File: src/rtl/data_ram_dump_reader.sv
// data_ram_dump_reader: sweeps a contiguous RAM address range and streams the
// words out over a valid/ready interface. m_last marks the final word and done
// pulses once the dump has been fully accepted.
module data_ram_dump_reader #(
  parameter int WIDTH      = 12,
  parameter int DEPTH      = 4096,
  parameter int ADDR_WIDTH = $clog2(DEPTH)
) (
  input  logic                  clk,
  input  logic                  rst,
  input  logic                  start,
  input  logic [ADDR_WIDTH-1:0] start_addr,
  input  logic [ADDR_WIDTH:0]   length,
  output logic [ADDR_WIDTH-1:0] ram_addr,
  output logic                  ram_wrEn,
  input  logic [WIDTH-1:0]      ram_dataOut,
  output logic [WIDTH-1:0]      m_data,
  output logic                  m_valid,
  input  logic                  m_ready,
  output logic                  m_last,
  output logic                  busy,
  output logic                  done
);

  typedef enum logic [1:0] {S_IDLE, S_RUN, S_DRAIN, S_DONE} state_t;

  localparam logic [ADDR_WIDTH-1:0] ADDR_MAX = ADDR_WIDTH'(DEPTH - 1);
  localparam logic [ADDR_WIDTH-1:0] ADDR_ONE = {{(ADDR_WIDTH-1){1'b0}}, 1'b1};
  localparam logic [ADDR_WIDTH:0]   CNT_ONE  = {{ADDR_WIDTH{1'b0}}, 1'b1};

  state_t                state;
  logic [ADDR_WIDTH:0]   len_q;
  logic [ADDR_WIDTH:0]   issued_q;
  logic [ADDR_WIDTH:0]   accepted_q;
  logic                  infl_q;       // a read was issued last cycle; its data is on ram_dataOut now
  logic                  infl_last_q;  // that read is the final word of the dump
  logic [WIDTH-1:0]      tail_data;
  logic                  tail_last;
  logic                  tail_valid;

  logic                  pop;
  logic                  issue;
  logic                  issue_last;
  logic                  final_pop;
  logic [1:0]            occ;
  logic [ADDR_WIDTH-1:0] addr_next;

  // The reader never writes the RAM.
  assign ram_wrEn = 1'b0;

  // Issue decision: the FIFO head register is entry 0, the tail register entry 1.
  // A read issued now lands at the end of next cycle, so it is allowed only if
  // the occupancy left after this cycle's push/pop still has a free slot.
  always_comb begin
    pop        = m_valid & m_ready;
    occ        = 2'(m_valid) + 2'(tail_valid) + 2'(infl_q);
    issue      = 1'b0;
    if (state == S_RUN && issued_q != len_q) begin
      issue = (occ < 2'd2) || (occ == 2'd2 && pop);
    end
    issue_last = issue && ((issued_q + CNT_ONE) == len_q);
    final_pop  = pop && ((accepted_q + CNT_ONE) == len_q);
    addr_next  = (ram_addr == ADDR_MAX) ? '0 : ram_addr + ADDR_ONE;
  end

  // Control FSM, address/counter registers and the 2-entry output FIFO.
  always_ff @(posedge clk) begin
    if (rst) begin
      state       <= S_IDLE;
      len_q       <= '0;
      issued_q    <= '0;
      accepted_q  <= '0;
      infl_q      <= 1'b0;
      infl_last_q <= 1'b0;
      tail_data   <= '0;
      tail_last   <= 1'b0;
      tail_valid  <= 1'b0;
      ram_addr    <= '0;
      m_data      <= '0;
      m_valid     <= 1'b0;
      m_last      <= 1'b0;
      busy        <= 1'b0;
      done        <= 1'b0;
    end else begin
      done        <= 1'b0;
      infl_q      <= issue;
      infl_last_q <= issue_last;
      if (pop) begin
        accepted_q <= accepted_q + CNT_ONE;
      end

      // FIFO: push comes from the returning read, pop from the handshake.
      case ({infl_q, pop})
        2'b11: begin
          if (tail_valid) begin
            m_data    <= tail_data;
            m_last    <= tail_last;
            tail_data <= ram_dataOut;
            tail_last <= infl_last_q;
          end else begin
            m_data <= ram_dataOut;
            m_last <= infl_last_q;
          end
        end
        2'b01: begin
          if (tail_valid) begin
            m_data     <= tail_data;
            m_last     <= tail_last;
            tail_valid <= 1'b0;
          end else begin
            m_valid <= 1'b0;
            m_data  <= '0;
            m_last  <= 1'b0;
          end
        end
        2'b10: begin
          if (!m_valid) begin
            m_data  <= ram_dataOut;
            m_last  <= infl_last_q;
            m_valid <= 1'b1;
          end else begin
            tail_data  <= ram_dataOut;
            tail_last  <= infl_last_q;
            tail_valid <= 1'b1;
          end
        end
        default: ;
      endcase

      case (state)
        S_IDLE: begin
          if (start) begin
            len_q      <= length;
            issued_q   <= '0;
            accepted_q <= '0;
            if (length != '0) begin
              state    <= S_RUN;
              busy     <= 1'b1;
              ram_addr <= start_addr;
            end else begin
              state <= S_DONE;
              done  <= 1'b1;
            end
          end
        end
        S_RUN: begin
          if (issue) begin
            issued_q <= issued_q + CNT_ONE;
            ram_addr <= addr_next;
            if (issue_last) begin
              state <= S_DRAIN;
            end
          end
        end
        S_DRAIN: begin
          if (final_pop) begin
            state    <= S_DONE;
            done     <= 1'b1;
            busy     <= 1'b0;
            ram_addr <= '0;
          end
        end
        S_DONE: begin
          state <= S_IDLE;
        end
        default: state <= S_IDLE;
      endcase
    end
  end

endmodule

File: config.mk
export PLATFORM = sky130hd
export DESIGN_NAME = data_ram_dump_reader
export DESIGN_NICKNAME = d
export VERILOG_FILES = /design/src/rtl/data_ram_dump_reader.sv
export SDC_FILE = /design/constraint.sdc
export NUM_CORES = 1
export LEC_CHECK = 0
export CORE_MARGIN = 3
export CORE_UTILIZATION = 59
export CTS_CLUSTER_SIZE = 28
export DETAILED_ROUTE_END_ITERATION = 10
export GPL_ROUTABILITY_DRIVEN = 1
export HOLD_SLACK_MARGIN = 0.06
export PLACE_DENSITY = 0.95
export SLEW_MARGIN = 0
export SYNTH_ARGS = -nofsm -noshare
export SYNTH_HDL_FRONTEND = slang
export SYNTH_SLANG_ARGS = --single-unit
File: constraint.sdc
create_clock -name clk -period 6.7 [get_ports clk]
set_input_delay 1.34 -clock clk [delete_from_list [all_inputs] [get_ports clk]]
set_output_delay 1.34 -clock clk [all_outputs]
set_load 0.005 [all_outputs]
==> run metrics, run 1 <==
register bit count reported by yosys=85; setup slack, reg-to-reg=3370 ps; Leak=1.954 nW; hold_buf cts=0; row count=32; Placer Congestion=0.9710; CTS max path bufs=2; DRT iter0 DRCs=269; Cell variety after synth=68; final count of pins violating max slew=0; sequential area share after synthesis=34.61%; clk sinks=85; Syn Inst Count=618; final WL=12590 um; unrepaired setup endpoints after global routing=false; first-pass iteration count of the detailed router=5; DRC=0; commonest non-fill, non-tap cell in the layout=dfxtp_1; Clock Skew=11.69 ps; global route total overflow=0; Synth Flop Type=dfxtp_1; Post-CTS Setup Bufs=0; # placed instances=749; Switching Fraction=40.16%; Via-to-Cell Ratio=6.209; worst vdd ir=0.2097 mV; P per Cell Area=307.6 mW/mm2; vias in the first global route=4327; first-pass GRT wire length=21270 um; area grow syn2layout=17.33%; HPWL Detailed=9098 um; H-tree depth=3; reg2reg start=m_valid; Reg power frac=39.0%; Final Hold Vio Count=0; Post-synth EDFFs=0; Post-DP Area=0.005570 mm2; crit path kind=in -> reg; period utilisation layout=60.01%; largest net degree at the start of global routing=68; combinational power share=40.6%; Mapped Avg Cell Area=7.957 um2; Max-cap violations=0; cell internal pwr=1.062 mW; Total Power=1.775 mW; Post-Layout Cell Count=765; post-route ant nets=0; final critical-path required period=4021 ps; CP arrival=4290 ps; initial antenna violation count=0; Max Clock Freq=0.2487 GHz; commonest cells after routing, fill and taps aside=dfxtp_1 (85), nor2_1 (76), clkdlybuf4s50_1 (67), nand2_1 (60), a21oi_1 (40); Root Buffer=clkbuf_8; Worst Hold Class=reg -> reg; final setup fails=0; Worst Reg-to-Reg Cells=9; core area=0.007888 mm2; Post-synth ARST share=0%; clock network fraction of design power=20.4%; diodes inserted=0; layout cells sized above 1=5.732%; Worst EP required=6970 ps; Nets=710; die height=97.29 um; CP Max Fanout=12; initial core utilization=62.34%; Critical Path Source Type=primary input; Critical Path Sink=ram_addr[8]; cts bufs inserted=9; wire length per cell=16.46 um; IO Pins=70; Die X-Extent=97.29 um; syn nets=670; status=finished, final reports clean; clock-pin slew on the worst setup and hold paths=100 ps; Rel. slew slack=21.06%; RR Endpoint=state[0]; Die Area=0.009465 mm2; crit path capture type=flop; yosys synthesis warning count=0; Worst Tran Pin Value=1184 ps; Buffers on Ports=68; vias=4750; Worst-Skew Late Latency=370 ps; Filler cells=570; CTS tree=done; All-Layer GR Usage=26.55%; final instance area=0.005769 mm2; worst setup path startpoint=m_ready; setup TNS=0 ps; Psw=712.7 uW; Netlist Area Pre-Place=0.004917 mm2; post-CTS sizing=0
how the worst min path moves through the flow:
stage | startpoint | endpoint | depth (start not counted)
after floorplan | tail_data[0] | tail_data[0] | 2
after global placement | infl_last_q | tail_last | 2
after detailed placement | tail_data[5] | tail_data[5] | 2
after CTS | issued_q[12] | issued_q[12] | 2
after global routing | m_data[1] | m_data[1] | 2
final | busy | busy | 2
kinds of logic after synthesis:
| kind of cell | count (synthesis) | synth area share (%) |
|---|---|---|
| AND/OR/NAND/NOR | 246 | 24.68 |
| AO/OA/AOI/OAI | 149 | 20.92 |
| flip-flops | 85 | 34.61 |
| buffers and inverters | 63 | 5.191 |
| XOR/XNOR | 49 | 8.728 |
| multiplexers | 14 | 2.850 |
| adder cells (fa/ha/maj) | 11 | 2.952 |
| other | 1 | 0.07626 |
sequential cells by signal, summed over array words and instances, names as in the netlist, 2 cells and up:
| register | count |
|---|---|
| ram_addr | 12 |
| tail_data | 12 |
| issued_q | 13 |
| accepted_q | 13 |
| state | 2 |
| len_q | 13 |
| m_data | 12 |
routing by layer:
layer	track usage [%]	wire length, um	vias to the layer above	share of wire [%]
li1	-	-	2299	-
met3	5.025	823	27	6.5
met4	7.029	204	0	1.6
met2	43.31	5968	207	47
met5	0	0	-	0
met1	36.19	5595	2217	44
metrics by stage:
stage,setup slack (ps),util [%],hold WS (ps)
after CTS,2728,73.14,508.2
after floorplan,3336,-,461.3
after global routing,2489,73.14,538.5
after global placement,2509,70.62,474.3
final,2679,73.14,504.1
after detailed placement,2376,70.62,486.9
cell usage after synthesis (all sizes together), types with 3 or more instances:
cell      n  area [um2]
a2111oi   4       35.03
a211o     5       43.79
a211oi   16       120.1
a21oi    40       200.2
a22oi    14       105.1
a31o      6       52.55
a31oi     4       25.02
and2      4       25.02
and3      8       50.05
and4      5       45.04
buf      12       62.55
clkbuf   31       117.6
dfxtp    85        1702
ha       10       125.1
inv      20       75.07
mux2i    14       140.1
nand2    61       231.5
nand2b    5       31.28
nand3    21       105.1
nand3b    5       37.54
nand4    12       81.33
nor2     76       285.3
nor2b     6       37.54
nor3     11       55.05
nor3b     3       22.52
nor4     12       75.07
o21ai    32       160.1
o31ai     5       37.54
or3      10       68.82
or4       4       35.03
xnor2    25       219.0
xor2     24       210.2
worst max-delay path, cell delays in order:
cell and delay (ps):
clkdlybuf4s50_1 470, nand2_1 240, or3_1 440, a311oi_1 270
nand4_1 250, o41ai_4 700, nand2_1 270, o31ai_1 300
cell type report:
class | count | area (um2) | share of cell area, %
clock buffers | 9 | 123.9 | 2.147
clock inverters | 7 | 75.07 | 1.301
inverters | 20 | 75.07 | 1.301
multi-input cells | 470 | 2960 | 51.31
flip-flops and latches | 85 | 1702 | 29.49
well taps | 102 | 127.6 | 2.212
repair buffers | 72 | 705.7 | 12.23
power by group through the flow:
stage / combinational [mW] / clock (mW) / sequential, mW
floorplan: 0.475 / 0 / 0.673
global placement: 0.688 / 0 / 0.695
detailed placement: 0.707 / 0 / 0.699
CTS: 0.713 / 0.369 / 0.689
global route: 0.795 / 0.391 / 0.702
finish: 0.720 / 0.362 / 0.692
(Power assumes the default switching activity.)
==> inputs of run 2 (changes only) <==
Settings changed: CORE_UTILIZATION 59 to 55, PLACE_DENSITY 0.95 to 0.91.
Clock period 6.7 ns to 3.7 ns, I/O delays scaled along.
==> run 2 against run 1 <==
Against the previous run: total power up 85%; critical path depth is 1 higher; clock-buffer cell count unchanged; routed wire length rose by 5.4%; worst setup slack worse by 2300 ps; global-route usage is 0.13 points lower.
==> run metrics, run 2 (same netlist as run 1, synthesis figures left out) <==
status=finished, final reports clean; Critical Path Slowest Stage Cell=or4_4; setup slack, reg-to-reg=420 ps (-2950 ps); wire length per cell=17.13 um (+4.1%); Die X-Extent=100.6 um (+3.4%); HPWL Detailed=9678 um (+6.4%); RR Endpoint=state[0]; Worst EP required=3990 ps (-2980 ps); commonest non-fill, non-tap cell in the layout=dfxtp_1; final critical-path required period=3276 ps; Worst Path Buf+Inv=1 (unchanged); global route total overflow=0 (unchanged); Switching Fraction=40.41% (+0.25 points); H-tree depth=3 (unchanged); Die Area=0.01011 mm2 (+6.8%); Critical Path Max Stage Delay=580 ps (-120 ps); Critical Path Source Type=flop; cts bufs inserted=9 (unchanged); final WL=13270 um (+5.4%); vias=4839 (+1.9%); Worst Tran Pin Value=668.8 ps (-515.4 ps); Worst Hold Endpoint=busy; combinational power share=41.6% (+1.0 points); Hold Path Depth=2 (unchanged); Max-cap violations=0 (unchanged); Post-Layout Cell Count=775 (+1.3%); DRC=0 (unchanged); post-layout util=68.88% (-4.3 points); unrepaired setup endpoints after global routing=false; hold slack final=507.6 ps (+3.509 ps); largest net degree at the start of global routing=48 (-29%); initial antenna violation count=0 (unchanged); period utilisation layout=88.54%; Psw=1.324 mW (+86%); All-Layer GR Usage=26.42% (-0.13 points); CTS max path bufs=2 (unchanged); IO Pins=70 (unchanged); Max Clock Freq=0.3053 GHz; row count=33 (+3.1%); setup TNS=0 ps (unchanged); Root Buffer=clkbuf_8; DRT iter0 DRCs=223 (-17%); final instance area=0.005831 mm2 (+1.1%); Via-to-Cell Ratio=6.244 (+0.56%); layout cells sized above 1=6.716% (+0.98 points); Leak=1.987 nW (+1.7%); clk sinks=85 (unchanged); min-delay src=busy; core area=0.008464 mm2 (+7.3%); initial core utilization=58.09% (-4.2 points); Post-CTS Setup Bufs=0 (unchanged); clock-pin slew on the worst setup and hold paths=100 ps (about the same); CP arrival=3560 ps (-730 ps); first-pass iteration count of the detailed router=5 (unchanged); clock network fraction of design power=20.2% (-0.2 points); worst path cell trace=inv_1 -> fa_1 -> and3_1 -> o21ai_0 -> or4_4 -> or3_4 -> o41ai_4 -> nand2_2 -> a221oi_2; CTS tree=done; Rel. slew slack=55.00% (+34 points); Final Hold Vio Count=0 (unchanged); Clock Skew=11.21 ps (-0.4785 ps); Worst-Skew Late Latency=370 ps (about the same); Post-DP Area=0.005627 mm2 (+1.0%); first-pass GRT wire length=22000 um (+3.4%); final setup fails=0 (unchanged); Worst Reg-to-Reg Cells=9 (unchanged); post-route ant nets=0 (unchanged); CP top delay family=simple AND/OR/NAND/NOR gates; vias in the first global route=4688 (+8.3%); die height=100.6 um (+3.4%); crit path capture type=flop; worst vdd ir=0.3800 mV (+81%); P per Cell Area=562.1 mW/mm2 (+83%); hold_buf cts=0 (unchanged); Nets=717 (+0.99%); Filler cells=671 (+18%); Buffers on Ports=68 (unchanged); diodes inserted=0 (unchanged); reg2reg start=m_valid; CP Max Fanout=7 (-5); top flop regs=accepted_q: 13 flops, issued_q: 13 flops, len_q: 13 flops; crit path kind=reg -> reg; area grow syn2layout=18.58%; final count of pins violating max slew=0 (unchanged); Worst Hold Class=reg -> reg; # placed instances=759 (+1.3%); cell internal pwr=1.953 mW (+84%); post-CTS sizing=0 (unchanged); commonest cells after routing, fill and taps aside=dfxtp_1 (85), nor2_1 (76), clkdlybuf4s50_1 (67), nand2_1 (60), a21oi_1 (40); Reg power frac=38.1% (-0.9 points); Placer Congestion=0.9258 (-4.7%)
-- run 2: cell count changes in the layout (fill, tap and decap cells not counted), sizes merged --
| cell | previous run | this run |
|---|---|---|
| inv | 24 | 22 |
| buf | 5 | 12 |
| clkinv | 2 | 4 |
-- run 2: through the flow --
step	setup WS [ps]	total power, mW
3_3_place_gp	287.0	2.539
4_1_cts	430.5	3.263
3_5_place_dp	167.4	2.597
6_report	424.1	3.277
5_1_grt	253.6	3.474
2_1_floorplan	695.3	2.077
-- run 2: final cells by class --
type                       instances  area, um2  area share, %
timing repair buffer              79      758.2          13.00
clock inverter                     7      80.08          1.373
clock buffer                       9      123.9          2.124
tap                              105      131.4          2.253
inverter                          20      75.07          1.288
multi-input combinational        470       2960          50.77
sequential                        85       1702          29.18
-- run 2: power groups by stage --
stage          logic, mW  registers (mW)  clock network (mW)
6_report            1.36            1.25               0.663
5_1_grt             1.50            1.27               0.705
4_1_cts             1.34            1.25               0.673
3_5_place_dp        1.34            1.26                   0
3_3_place_gp        1.28            1.26                   0
2_1_floorplan      0.859            1.22                   0
-- run 2: how the worst max path moves through the flow --
stage / depth (start not counted) / end / startpoint / slack, ps
6_report: 9 / state[0] / m_valid / 420
5_1_grt: 9 / state[0] / m_valid / 250
4_1_cts: 9 / state[0] / m_valid / 430
3_5_place_dp: 8 / ram_addr[10] / m_ready / 170
3_3_place_gp: 8 / ram_addr[10] / m_ready / 290
2_1_floorplan: 9 / state[0] / m_valid / 700
-- run 2: worst reg2reg max path, delay by kind of cell, from the launching register on --
kind	cells	cell delay [ps]
buffers and inverters	1	120
AO/OA/AOI/OAI	3	820
AND/OR/NAND/NOR	4	1280
flip-flops	1	440
adder cells (fa/ha/maj)	1	530
-- run 2: routing by layer --
layer,share of wire (%),wire [um],vias up,track usage (%)
met2,49,6444,245,45.41
met4,1.7,232,0,7.358
met5,0,0,-,0
met3,8.3,1106,29,5.882
met1,41,5490,2257,33.28
li1,-,-,2308,-
==> inputs of run 3 (changes only) <==
Settings changed: GPL_ROUTABILITY_DRIVEN 1 to default.
==> results of run 3 <==
No change in the layout: final DEF, timing and power equal those of run 2.
